[src/rtl/buffer_unidad_param.sv]
`default_nettype none
// ============================================================================
//  Module   : buffer_unidad_param
//  Purpose  : Parametrised single-clock line-buffer FIFO with occupancy count,
//             programmable line-length flag, registered read data with a
//             valid strobe, and sticky overflow/underflow flags.
//  Revision : 1.0 - initial release
// ============================================================================
module buffer_unidad_param #(
  parameter  int DATA_WIDTH = 8,
  parameter  int DEPTH      = 8,
  localparam int ADDR_WIDTH = $clog2(DEPTH)
) (
  input  logic                  clk,
  input  logic                  reset,
  input  logic                  sclr,
  input  logic                  enable,
  input  logic [DATA_WIDTH-1:0] data_in,
  input  logic                  write_req,
  input  logic                  read_req,
  input  logic [ADDR_WIDTH:0]   line_len,
  output logic [DATA_WIDTH-1:0] data_out,
  output logic                  data_valid,
  output logic                  fifo_full,
  output logic                  fifo_empty,
  output logic [ADDR_WIDTH:0]   usedw,
  output logic                  line_ready,
  output logic                  overflow,
  output logic                  underflow
);

  localparam logic [ADDR_WIDTH:0] c_depth = (ADDR_WIDTH+1)'(DEPTH);

  logic [DATA_WIDTH-1:0] r_mem [DEPTH];
  logic [ADDR_WIDTH-1:0] r_wr_ptr;
  logic [ADDR_WIDTH-1:0] r_rd_ptr;
  logic [ADDR_WIDTH:0]   r_usedw;
  logic [ADDR_WIDTH:0]   r_line_len;
  logic [DATA_WIDTH-1:0] r_data_out;
  logic                  r_data_valid;
  logic                  r_overflow;
  logic                  r_underflow;

  logic w_full;
  logic w_empty;
  logic w_rd_ok;
  logic w_wr_ok;
  logic w_ovf_evt;
  logic w_udf_evt;

  // Status decode from registered occupancy; accept and error-event decode
  always_comb begin
    w_full    = (r_usedw == c_depth);
    w_empty   = (r_usedw == '0);
    // No write-to-read bypass: an empty FIFO rejects the read even with a
    // same-cycle write. A full FIFO accepts a write only alongside a read.
    w_rd_ok   = enable & read_req & ~w_empty;
    w_wr_ok   = enable & write_req & (~w_full | w_rd_ok);
    w_ovf_evt = enable & write_req & w_full & ~w_rd_ok;
    w_udf_evt = enable & read_req & w_empty;
  end

  // Storage array: not reset, written on every accepted write
  always_ff @(posedge clk) begin
    if (!sclr && w_wr_ok) begin
      r_mem[r_wr_ptr] <= data_in;
    end
  end

  // Pointers, occupancy, read data register and sticky error flags
  always_ff @(posedge clk or negedge reset) begin
    if (!reset) begin
      r_wr_ptr     <= '0;
      r_rd_ptr     <= '0;
      r_usedw      <= '0;
      r_data_out   <= '0;
      r_data_valid <= 1'b0;
      r_overflow   <= 1'b0;
      r_underflow  <= 1'b0;
    end else if (sclr) begin
      r_wr_ptr     <= '0;
      r_rd_ptr     <= '0;
      r_usedw      <= '0;
      r_data_out   <= '0;
      r_data_valid <= 1'b0;
      r_overflow   <= 1'b0;
      r_underflow  <= 1'b0;
    end else begin
      if (w_wr_ok) begin
        r_wr_ptr <= r_wr_ptr + 1'b1;
      end
      if (w_rd_ok) begin
        r_rd_ptr   <= r_rd_ptr + 1'b1;
        r_data_out <= r_mem[r_rd_ptr];
      end
      r_data_valid <= w_rd_ok;
      case ({w_wr_ok, w_rd_ok})
        2'b10:   r_usedw <= r_usedw + 1'b1;
        2'b01:   r_usedw <= r_usedw - 1'b1;
        default: r_usedw <= r_usedw;
      endcase
      if (w_ovf_evt) begin
        r_overflow <= 1'b1;
      end
      if (w_udf_evt) begin
        r_underflow <= 1'b1;
      end
    end
  end

  // Line length is sampled so a new value reaches the compare one cycle later
  always_ff @(posedge clk or negedge reset) begin
    if (!reset) begin
      r_line_len <= '0;
    end else begin
      r_line_len <= line_len;
    end
  end

  assign data_out   = r_data_out;
  assign data_valid = r_data_valid;
  assign usedw      = r_usedw;
  assign fifo_full  = w_full;
  assign fifo_empty = w_empty;
  assign line_ready = (r_line_len != '0) && (r_usedw >= r_line_len);
  assign overflow   = r_overflow;
  assign underflow  = r_underflow;

endmodule
`default_nettype wire

[config.mk]
export PLATFORM = sky130hd
export DESIGN_NAME = buffer_unidad_param
export DESIGN_NICKNAME = d
export VERILOG_FILES = /design/src/rtl/buffer_unidad_param.sv
export SDC_FILE = /design/constraint.sdc
export NUM_CORES = 1
export LEC_CHECK = 0
export CORE_MARGIN = 2
export CORE_UTILIZATION = 41
export DETAILED_ROUTE_END_ITERATION = 6
export SYNTH_ARGS = -nofsm -noshare
export SYNTH_HDL_FRONTEND = slang
export SYNTH_SLANG_ARGS = --single-unit
[constraint.sdc]
create_clock -name clk -period 2.9 [get_ports clk]
set_input_delay 0.435 -clock clk [delete_from_list [all_inputs] [get_ports clk]]
set_output_delay 0.435 -clock clk [all_outputs]
set_load 0.01 [all_outputs]
==> results of run 1 <==
[cell type report]
| class | count | share of cell area [%] |
|---|---|---|
| clock buffers | 12 | 3.08 |
| multi-input cells | 112 | 23.8 |
| inverters | 6 | 0.513 |
| clock inverters | 4 | 1.17 |
| repair buffers | 49 | 10.4 |
| well taps | 108 | 3.08 |
| flip-flops and latches | 89 | 58.0 |
[flip-flops by register name, summed over array words and instances (netlist names)]
name,count
r_line_len,4
overflow,1
usedw,4
data_valid,1
data_out,8
underflow,1
r_rd_ptr,3
r_mem,64
r_wr_ptr,3
[stage by stage]
| step | total power [mW] | cell area (µm²) | std cells | worst slack (ps) | util (%) |
|---|---|---|---|---|---|
| after global routing | 2.67 | 4390 | 380 | 11.5 | 50.6 |
| after floorplan | 1.64 | 3660 | 217 | 484 | - |
| final | 2.56 | 4390 | 380 | 152 | 50.6 |
| after detailed placement | 1.78 | 4200 | 364 | 373 | 48.4 |
| after global placement | 1.77 | 4200 | 364 | 407 | 48.4 |
| after CTS | 2.59 | 4390 | 380 | 33.1 | 50.6 |
[placed cells by master (no fill, tap or decap), drive strengths merged, types with 2 or more instances in the layout]
cell type      count
mux2i             12
nand2b             4
a31oi              2
clkdlybuf4s50     35
a211oi             9
xor2               4
a21o               2
inv                7
nand2              4
clkbuf            12
dfrtp             25
xnor2              3
mux4              16
a311oi             2
edfxtp            64
buf               14
nor3               5
nor2              29
ha                 8
nor4               2
[power breakdown]
part,switching [mW],leakage [nW],internal (mW)
registers,0.0312,0.911,1.40
clock network,0.414,0.0910,0.402
logic,0.149,0.572,0.168
total,0.593,1.57,1.97
[layer usage]
metal	track usage, %	up-vias	wire length (µm)
met2	23.7	39	3200
met4	6.32	0	110
li1	-	929	-
met5	0	-	0
met1	20.5	981	3140
met3	2.70	9	228
[cells in the mapped netlist]
master,number
buf_6,1
o2111ai_1,1
ha_1,8
nand2b_1,4
nor2_1,29
nor4_4,1
nand2_1,4
dfrtp_1,25
clkbuf_1,5
a31oi_1,2
xnor2_1,3
or3_1,1
nor4b_1,1
a21oi_1,1
inv_1,6
xor2_1,4
edfxtp_1,64
nor4_1,1
a311oi_2,1
mux4_2,16
buf_1,1
nor2b_1,1
nor3_1,4
a21o_1,2
nor3_2,1
mux2i_1,12
a41oi_1,1
a311oi_1,1
o21ai_0,1
or3b_2,1
o211ai_1,1
buf_2,3
mux2_1,1
a211oi_1,9
[final timing paths]
| path | start | end | slack (ps) | cells past startpoint |
|---|---|---|---|---|
| max | usedw[0] | line_ready | 150 | 8 |
| min reg2reg | overflow | overflow | 500 | 2 |
| min in group clk | overflow | overflow | 500 | 2 |
| max in group asynchronous | reset | usedw[0] | 2160 | 2 |
| min | reset | r_line_len[0] | 460 | 2 |
| max reg2reg | usedw[1] | usedw[3] | 600 | 7 |
[cell families (layout without fill, tap and decap cells)]
kind of cell	after synthesis	in the layout
XOR/XNOR	7	7
AND/OR/NAND/NOR	48	48
buffers and inverters	16	71
AO/OA/AOI/OAI	20	20
adder cells (fa/ha/maj)	8	8
flip-flops	89	89
multiplexers	29	29
[critical path, stage by stage, from the launching register on]
cell	delay, ps
dfrtp_2	460
inv_1	90
ha_1	290
nand2b_1	140
a21o_1	170
a21o_1	170
a21oi_1	130
nor2_1	50
clkdlybuf4s50_1	480
==> flow_summary.ini, run 1 <==
[sta]
fin_setup_tns_ps = 0
min_period_ps = 2750
finalSetupViolations = 0
clock_skew_ps = 12.5
max_slew_margin_pct = 47.1
rsz0062_at_grt = no
fmax_ghz = 0.364
worst_pin_slew_ps = 794
finalCritPeriodShare_pct = 94.8
drv_slew = 0
hold_violations = 0
holdWs_ps = 458

[clock_network]
cts_max_level = 3
holdBufCountCts = 0
cts_root_buffer = clkbuf_8
cts_setup_buffers = 0
cts_tree = built
clock_sinks = 89
cts.clk_slew.worst_paths_ps = 90
clockBufferDepth = 2
worstSkewPairLatency_ps = 350
cts_inserted_buffers = 9
ctsResizeCount = 0

[global_route]
grt_pass1_vias = 2040
grt_start_max_net_pins = 26
antenna_found_initial = 0
grt_pass1_wl_um = 10900
grt_use_total_pct = 14.9
grt-ovfl-total = 0

[placement]
hpwl_um = 4420
port_buffers = 35
gp_congestion = 0.722

[synth]
synth.area.top_cells = edfxtp_1 52%, dfrtp_1 17%, mux4_2 9.8%, mux2i_1 3.3%, nor2_1 3.0%
synth_fp_nets = 243
synth_mux_area_share_pct = 13.4
ys.warnings.count = 0
yosysUniqueCellTypes = 34
synth.cell_area_um2 = 3660
synth-xor-area-share_pct = 1.67
postSynthAreaPerCell_um2 = 16.9
synthSimpleGateAreaFrac_pct = 6.46
synthAdderAreaFrac_pct = 2.73
ys_seq_area_share_pct = 69.6
ys_ff_latch = 89
synth_compound_area_share_pct = 4.20
yosysTopAreaCellShare_pct = 52.5
yosys.area.top_type = edfxtp_1
postSynthCellCount = 217
synth_top_family_by_area = multiplexers

[finish]
fillCellCount = 759
antenna_cells = 0
area_delta_synth_final_pct = 19.9
drive_gt1_share_pct = 17.6
final_nets = 293
seq_area_um2 = 2550
multi_input_area_um2 = 1040

[floorplanning]
dieArea_um2 = 9700
fp.dieH_um = 98.5
num_rows = 34
core-area_um2 = 8680
start_util_pct = 42.2
die_width_um = 98.5
io_pins = 36

[routing]
drt_pass1_iterations = 4
drc = 0
wl_per_cell_um = 17.6
drtIter0Drc = 84
viasPerCell = 5.15
vias = 1958
drtAntennaViolNets = 0
wl_um = 6680

[run]
maxCapViolations = 0

[worst_setup_path]
worstPathRequired_ps = 2470
startpoint_type = flop
cp-end-kind = output pin
arrival_ps = 2310
path_class = flop to output pin
crit_fanout = 7

[pwr]
cellLeakagePower_nw = 1.57
ir_worst_vdd_mv = 0.342
power_per_cell_area_nw_per_um2 = 583

[run_status]
status = complete, no violations

[worst_hold_path]
hp-class = input port to asynchronous set/reset pin
No activity file was read; power rests on OpenSTA's default activity.
==> run 2, diff against run 1 <==
--- a/config.mk
+++ b/config.mk
@@ -5,9 +5,12 @@
 export SDC_FILE = /design/constraint.sdc
 export NUM_CORES = 1
 export LEC_CHECK = 0
+export CELL_PAD_IN_SITES_DETAIL_PLACEMENT = 2
+export CELL_PAD_IN_SITES_GLOBAL_PLACEMENT = 2
 export CORE_MARGIN = 2
 export CORE_UTILIZATION = 41
 export DETAILED_ROUTE_END_ITERATION = 6
+export PLACE_DENSITY_LB_ADDON = 0.1
 export SYNTH_ARGS = -nofsm -noshare
 export SYNTH_HDL_FRONTEND = slang
 export SYNTH_SLANG_ARGS = --single-unit
==> run 2 against run 1 <==
Setup slack improved by 51 ps. Die area unchanged. Fmax increased by 1.9%. Hold slack improved by 0.56 ps. Design area increased by 0.48%. Register-to-register slack got worse by 20 ps. Largest cell class unchanged. Core utilization increased by 0.25 points. Sequential power about the same. Global-route usage increased by 3.6 points. Sequential share of layout area decreased by 0.28 points. Clock power increased by 2.6%. Via count increased by 2.5%.
==> flow_summary.ini, run 2 (synthesis results as in run 1) <==
[run_status]
status = complete, no violations

[placement]
port_buffers = 35
hpwl_um = 5610
gp_congestion = 0.708
placed_cell_area_um2 = 4210

[floorplanning]
io_pins = 36
fp.dieH_um = 98.5
die_width_um = 98.5
num_rows = 34
start_util_pct = 42.2
core-area_um2 = 8680
dieArea_um2 = 9700

[routing]
viasPerCell = 5.25
drtAntennaViolNets = 0
drt_pass1_iterations = 4
wl_um = 8440
drc = 0
vias = 2007
wl_per_cell_um = 22.1
drtIter0Drc = 83

[run]
maxCapViolations = 0

[global_route]
grt_pass1_vias = 2237
grt-ovfl-total = 0
grt_pass1_wl_um = 13200
grt_use_total_pct = 18.5
antenna_found_initial = 0
grt_start_max_net_pins = 26

[worst_setup_path]
path_class = flop to output pin
critical_path.cell_chain = ha_1, a21o_1, a21o_1, a21oi_1, nor2_1, clkdlybuf4s50_1
cp-end-kind = output pin
worstPathRequired_ps = 2470
path_common_cell = a21o_1
crit_fanout = 9
cpMaxStageDelayCell = dfrtp_1
arrival_ps = 2260
startpoint_type = flop
worst_path_largest_cell_delay_ps = 610

[finish]
design_area_um2 = 4410
final_cell_mix = 64 x edfxtp_1, 35 x clkdlybuf4s50_1, 29 x nor2_1
largest_reg_flops = 64
antenna_cells = 0
drive_gt1_share_pct = 19.3
final_nets = 295
fillCellCount = 840
area_delta_synth_final_pct = 20.5
regMostFlops = r_mem
final_common_cell = edfxtp_1

[sta]
hold_violations = 0
fin_setup_tns_ps = 0
worst_pin_slew_ps = 710
fmax_ghz = 0.371
finalCritPeriodShare_pct = 93.0
finalSetupViolations = 0
clock_skew_ps = 8.96
holdWs_ps = 459
rsz0062_at_grt = no
min_period_ps = 2700
max_slew_margin_pct = 52.6
drv_slew = 0

[clock_network]
clockBufferDepth = 2
cts.clk_slew.worst_paths_ps = 100
worstSkewPairLatency_ps = 350
cts_tree = built
cts_inserted_buffers = 9
cts_max_level = 3
cts_root_buffer = clkbuf_8
holdBufCountCts = 0
clock_sinks = 89

[pwr]
ir_worst_vdd_mv = 0.310
power_per_cell_area_nw_per_um2 = 592
cellLeakagePower_nw = 1.59

[worst_hold_path]
hp-class = input port to asynchronous set/reset pin
run 2: changes by cell type in the layout (fill, tap and decap cells not counted):
cell	previous run	this run
inv_8	0	3
clkinv_2	1	0
clkinvlp_4	1	0
inv_6	1	2
clkinv_4	0	2
buf_4	14	16
clkbuf_1	3	0
bufinv_16	1	0
run 2: area by class of cell:
class | instances | area [µm²] | area share, %
timing repair buffer | 51 | 470 | 10.7
tap | 108 | 135 | 3.06
clock buffer | 9 | 124 | 2.81
sequential | 89 | 2550 | 57.8
clock inverter | 7 | 68.8 | 1.56
multi-input combinational | 112 | 1040 | 23.6
inverter | 6 | 22.5 | 0.510
run 2: worst max-delay path: cells and delay by family (launching register included):
kind / cells / cell delay (ps)
AO/OA/AOI/OAI: 3 / 480
buffers and inverters: 1 / 480
adder cells (fa/ha/maj): 1 / 300
AND/OR/NAND/NOR: 1 / 50
flip-flops: 1 / 610
run 2: stage by stage:
stage,std cells,power [mW],utilization [%],worst slack [ps]
2_1_floorplan,217,1.64,-,484
3_3_place_gp,365,1.79,48.5,370
4_1_cts,381,2.65,50.8,31.5
3_5_place_dp,365,1.80,48.5,286
6_report,382,2.61,50.9,203
5_1_grt,382,2.72,50.9,52.2
run 2: worst paths after layout:
kind / start / end / slack (ps) / depth (start not counted)
setup reg to reg: usedw[1] / r_mem[7][2] / 580 / 6
min in group clk: line_len[3] / r_line_len[3] / 520 / 1
hold reg to reg: overflow / overflow / 530 / 2
max in group asynchronous: reset / usedw[0] / 2160 / 2
setup / recovery: usedw[1] / line_ready / 200 / 6
hold / removal: reset / data_valid / 460 / 2
run 2: report_power, final:
part | switching (mW) | internal [mW]
clock | 0.497 | 0.339
combinational | 0.172 | 0.179
sequential | 0.0257 | 1.40
total | 0.695 | 1.92
run 2: repair_timing:
action / in CTS / in global routing
pin swaps: 0 / 0
setup buffers: 0 / 1
resized for setup: 1 / 0
endpoints found under the setup margin: 1 / 1
run 2: metal layers:
| metal | vias to the layer above | GRT usage [%] | routed length [µm] |
|---|---|---|---|
| li1 | 937 | - | - |
| met1 | 1040 | 26.0 | 4010 |
| met2 | 26 | 30.6 | 4230 |
| met3 | 4 | 4.26 | 162 |
| met4 | 0 | 2.85 | 36 |
| met5 | - | 0 | 0 |
==> run 3, diff against run 2 <==
--- a/config.mk
+++ b/config.mk
@@ -7,7 +7,7 @@
 export LEC_CHECK = 0
 export CELL_PAD_IN_SITES_DETAIL_PLACEMENT = 2
 export CELL_PAD_IN_SITES_GLOBAL_PLACEMENT = 2
-export CORE_MARGIN = 2
+export CORE_MARGIN = 10
 export CORE_UTILIZATION = 41
 export DETAILED_ROUTE_END_ITERATION = 6
 export PLACE_DENSITY_LB_ADDON = 0.1
==> run 3 against run 2 <==
Wire length down 4.3%. Non-clock buffer count fell by 2. Die area increased by 35%. Sequential power is essentially flat. Setup slack got worse by 25 ps. Register-to-register slack worse by 80 ps. Count of clock-buffer cells in the layout is 1 higher. Design area fell by 0.11%. Combinational power is 5% lower. Sequential share of layout area up 0.066 points. Hold slack got worse by 9.1 ps. Critical endpoint unchanged. Largest cell class unchanged. Highest routed layer unchanged.
==> flow_summary.ini, run 3 (synthesis results as in run 1) <==
[worst_setup_path]
critical_path.cell_chain = inv_1, ha_1, nand2b_1, a21o_1, a21o_1, a21oi_1, nor2_1, clkdlybuf4s50_1
critPathTopFamily = buffers and inverters
path_buf_inv = 2
arrival_ps = 2290
cp-end-kind = output pin
startpoint_type = flop
cpMaxStageDelayCell = clkdlybuf4s50_1
worst_path_largest_cell_delay_ps = 480
worstPathRequired_ps = 2470
path_class = flop to output pin
path_common_cell = a21o_1
crit_fanout = 4

[floorplanning]
start_util_pct = 42.0
dieArea_um2 = 13100
core-area_um2 = 8720
fp.dieH_um = 115
io_pins = 36
num_rows = 34
die_width_um = 115

[global_route]
grt_pass1_wl_um = 13100
grt_pass1_vias = 2301
antenna_found_initial = 0
grt_use_total_pct = 13.2
grt_start_max_net_pins = 26
grt-ovfl-total = 0

[sta]
drv_slew = 0
min_period_ps = 2720
fmax_ghz = 0.367
finalSetupViolations = 0
rsz0062_at_grt = no
hold_violations = 0
clock_skew_ps = 10.5
finalCritPeriodShare_pct = 93.8
max_slew_margin_pct = 43.2
fin_setup_tns_ps = 0
worst_pin_slew_ps = 852

[routing]
wl_um = 8080
drt_pass1_iterations = 4
viasPerCell = 5.32
vias = 2022
drtIter0Drc = 93
drtAntennaViolNets = 0
drc = 0
wl_per_cell_um = 21.3

[finish]
area_delta_synth_final_pct = 20.4
final_cell_mix = 64 x edfxtp_1, 35 x clkdlybuf4s50_1, 29 x nor2_1
regMostFlops = r_mem
design_area_um2 = 4410
final_nets = 293
drive_gt1_share_pct = 18.4
antenna_cells = 0
largest_reg_flops = 64
final_common_cell = edfxtp_1

[run]
maxCapViolations = 0

[clock_network]
cts_inserted_buffers = 9
clockBufferDepth = 2
cts_max_level = 3
cts.clk_slew.worst_paths_ps = 90
cts_root_buffer = clkbuf_8
cts_tree = built
clock_sinks = 89
worstSkewPairLatency_ps = 350
holdBufCountCts = 0

[pwr]
switchingPower_uw = 639
cellLeakagePower_nw = 1.58
p_comb_share_pct = 12.8
power_frac_clock_pct = 32.9
p_int_mw = 1.98
power_per_cell_area_nw_per_um2 = 594
ir_worst_vdd_mv = 0.307
switching_share_pct = 24.4
power.share.sequential_pct = 54.4

[placement]
port_buffers = 35
hpwl_um = 5790
gp_congestion = 0.719
placed_cell_area_um2 = 4200

[worst_hold_path]
hp-class = input port to asynchronous set/reset pin

[run_status]
status = complete, no violations
[run 3: changes by cell type in the layout (fill, tap and decap cells not counted), sizes merged]
cell	change
buf	-2
bufinv	+1
clkinvlp	+1
inv	-3
clkbuf	+1
[run 3: final timing paths]
kind | startpoint | to | slack [ps] | depth (start not counted)
max | usedw[0] | line_ready | 180 | 8
min | reset | usedw[3] | 450 | 2
max reg2reg | usedw[0] | usedw[3] | 500 | 8
min reg2reg | underflow | underflow | 530 | 2
max in group asynchronous | reset | usedw[0] | 2180 | 2
min in group clk | line_len[1] | r_line_len[1] | 530 | 1
[run 3: final cells by class]
| class | instances | area [µm²] |
|---|---|---|
| Fill cell | 802 | 4310 |
| Clock inverter | 6 | 75.1 |
| Inverter | 6 | 22.5 |
| Timing Repair Buffer | 49 | 455 |
| Clock buffer | 10 | 128 |
| Sequential cell | 89 | 2550 |
| Multi-Input combinational cell | 112 | 1040 |
| Tap cell | 108 | 135 |
[run 3: per-layer routing]
layer | vias to the layer above | wire, µm | GRT usage, %
li1 | 934 | - | -
met1 | 1047 | 3660 | 16.6
met2 | 34 | 4020 | 21.3
met3 | 7 | 303 | 3.88
met4 | 0 | 93 | 4.01
met5 | - | 0 | 0
[run 3: timing repair]
item / in CTS / in global routing
gates resized for setup: 1 / 0
endpoints found under the setup margin: 1 / 1
setup buffers: 0 / 1
pin swaps: 0 / 0
[run 3: worst register-to-register path, cell delays in order (launching register included)]
cell and delay [ps]:
dfrtp_2 440, buf_4 160, nor4_4 450, nor3_2 110
ha_1 330, o21ai_0 90, nand2b_1 80, a211oi_1 270
mux2_1 350
[run 3: power groups by stage]
stage          clock (mW)  sequential [mW]  combinational, mW
3_5_place_dp            0             1.46              0.334
4_1_cts             0.891             1.43              0.335
6_report            0.861             1.42              0.335
2_1_floorplan           0             1.46              0.181
5_1_grt             0.933             1.43              0.374
3_3_place_gp            0             1.46              0.327
[run 3: through the flow]
stage / utilization, % / worst slack, ps / hold WS (ps) / std cells / total power [mW]
6_report: 50.5 / 179 / 450 / 380 / 2.62
3_5_place_dp: 48.1 / 284 / 518 / 363 / 1.79
5_1_grt: 50.5 / 47.0 / 452 / 380 / 2.74
3_3_place_gp: 48.1 / 384 / 501 / 363 / 1.78
2_1_floorplan: - / 484 / 139 / 217 / 1.64
4_1_cts: 50.5 / 79.7 / 451 / 379 / 2.66
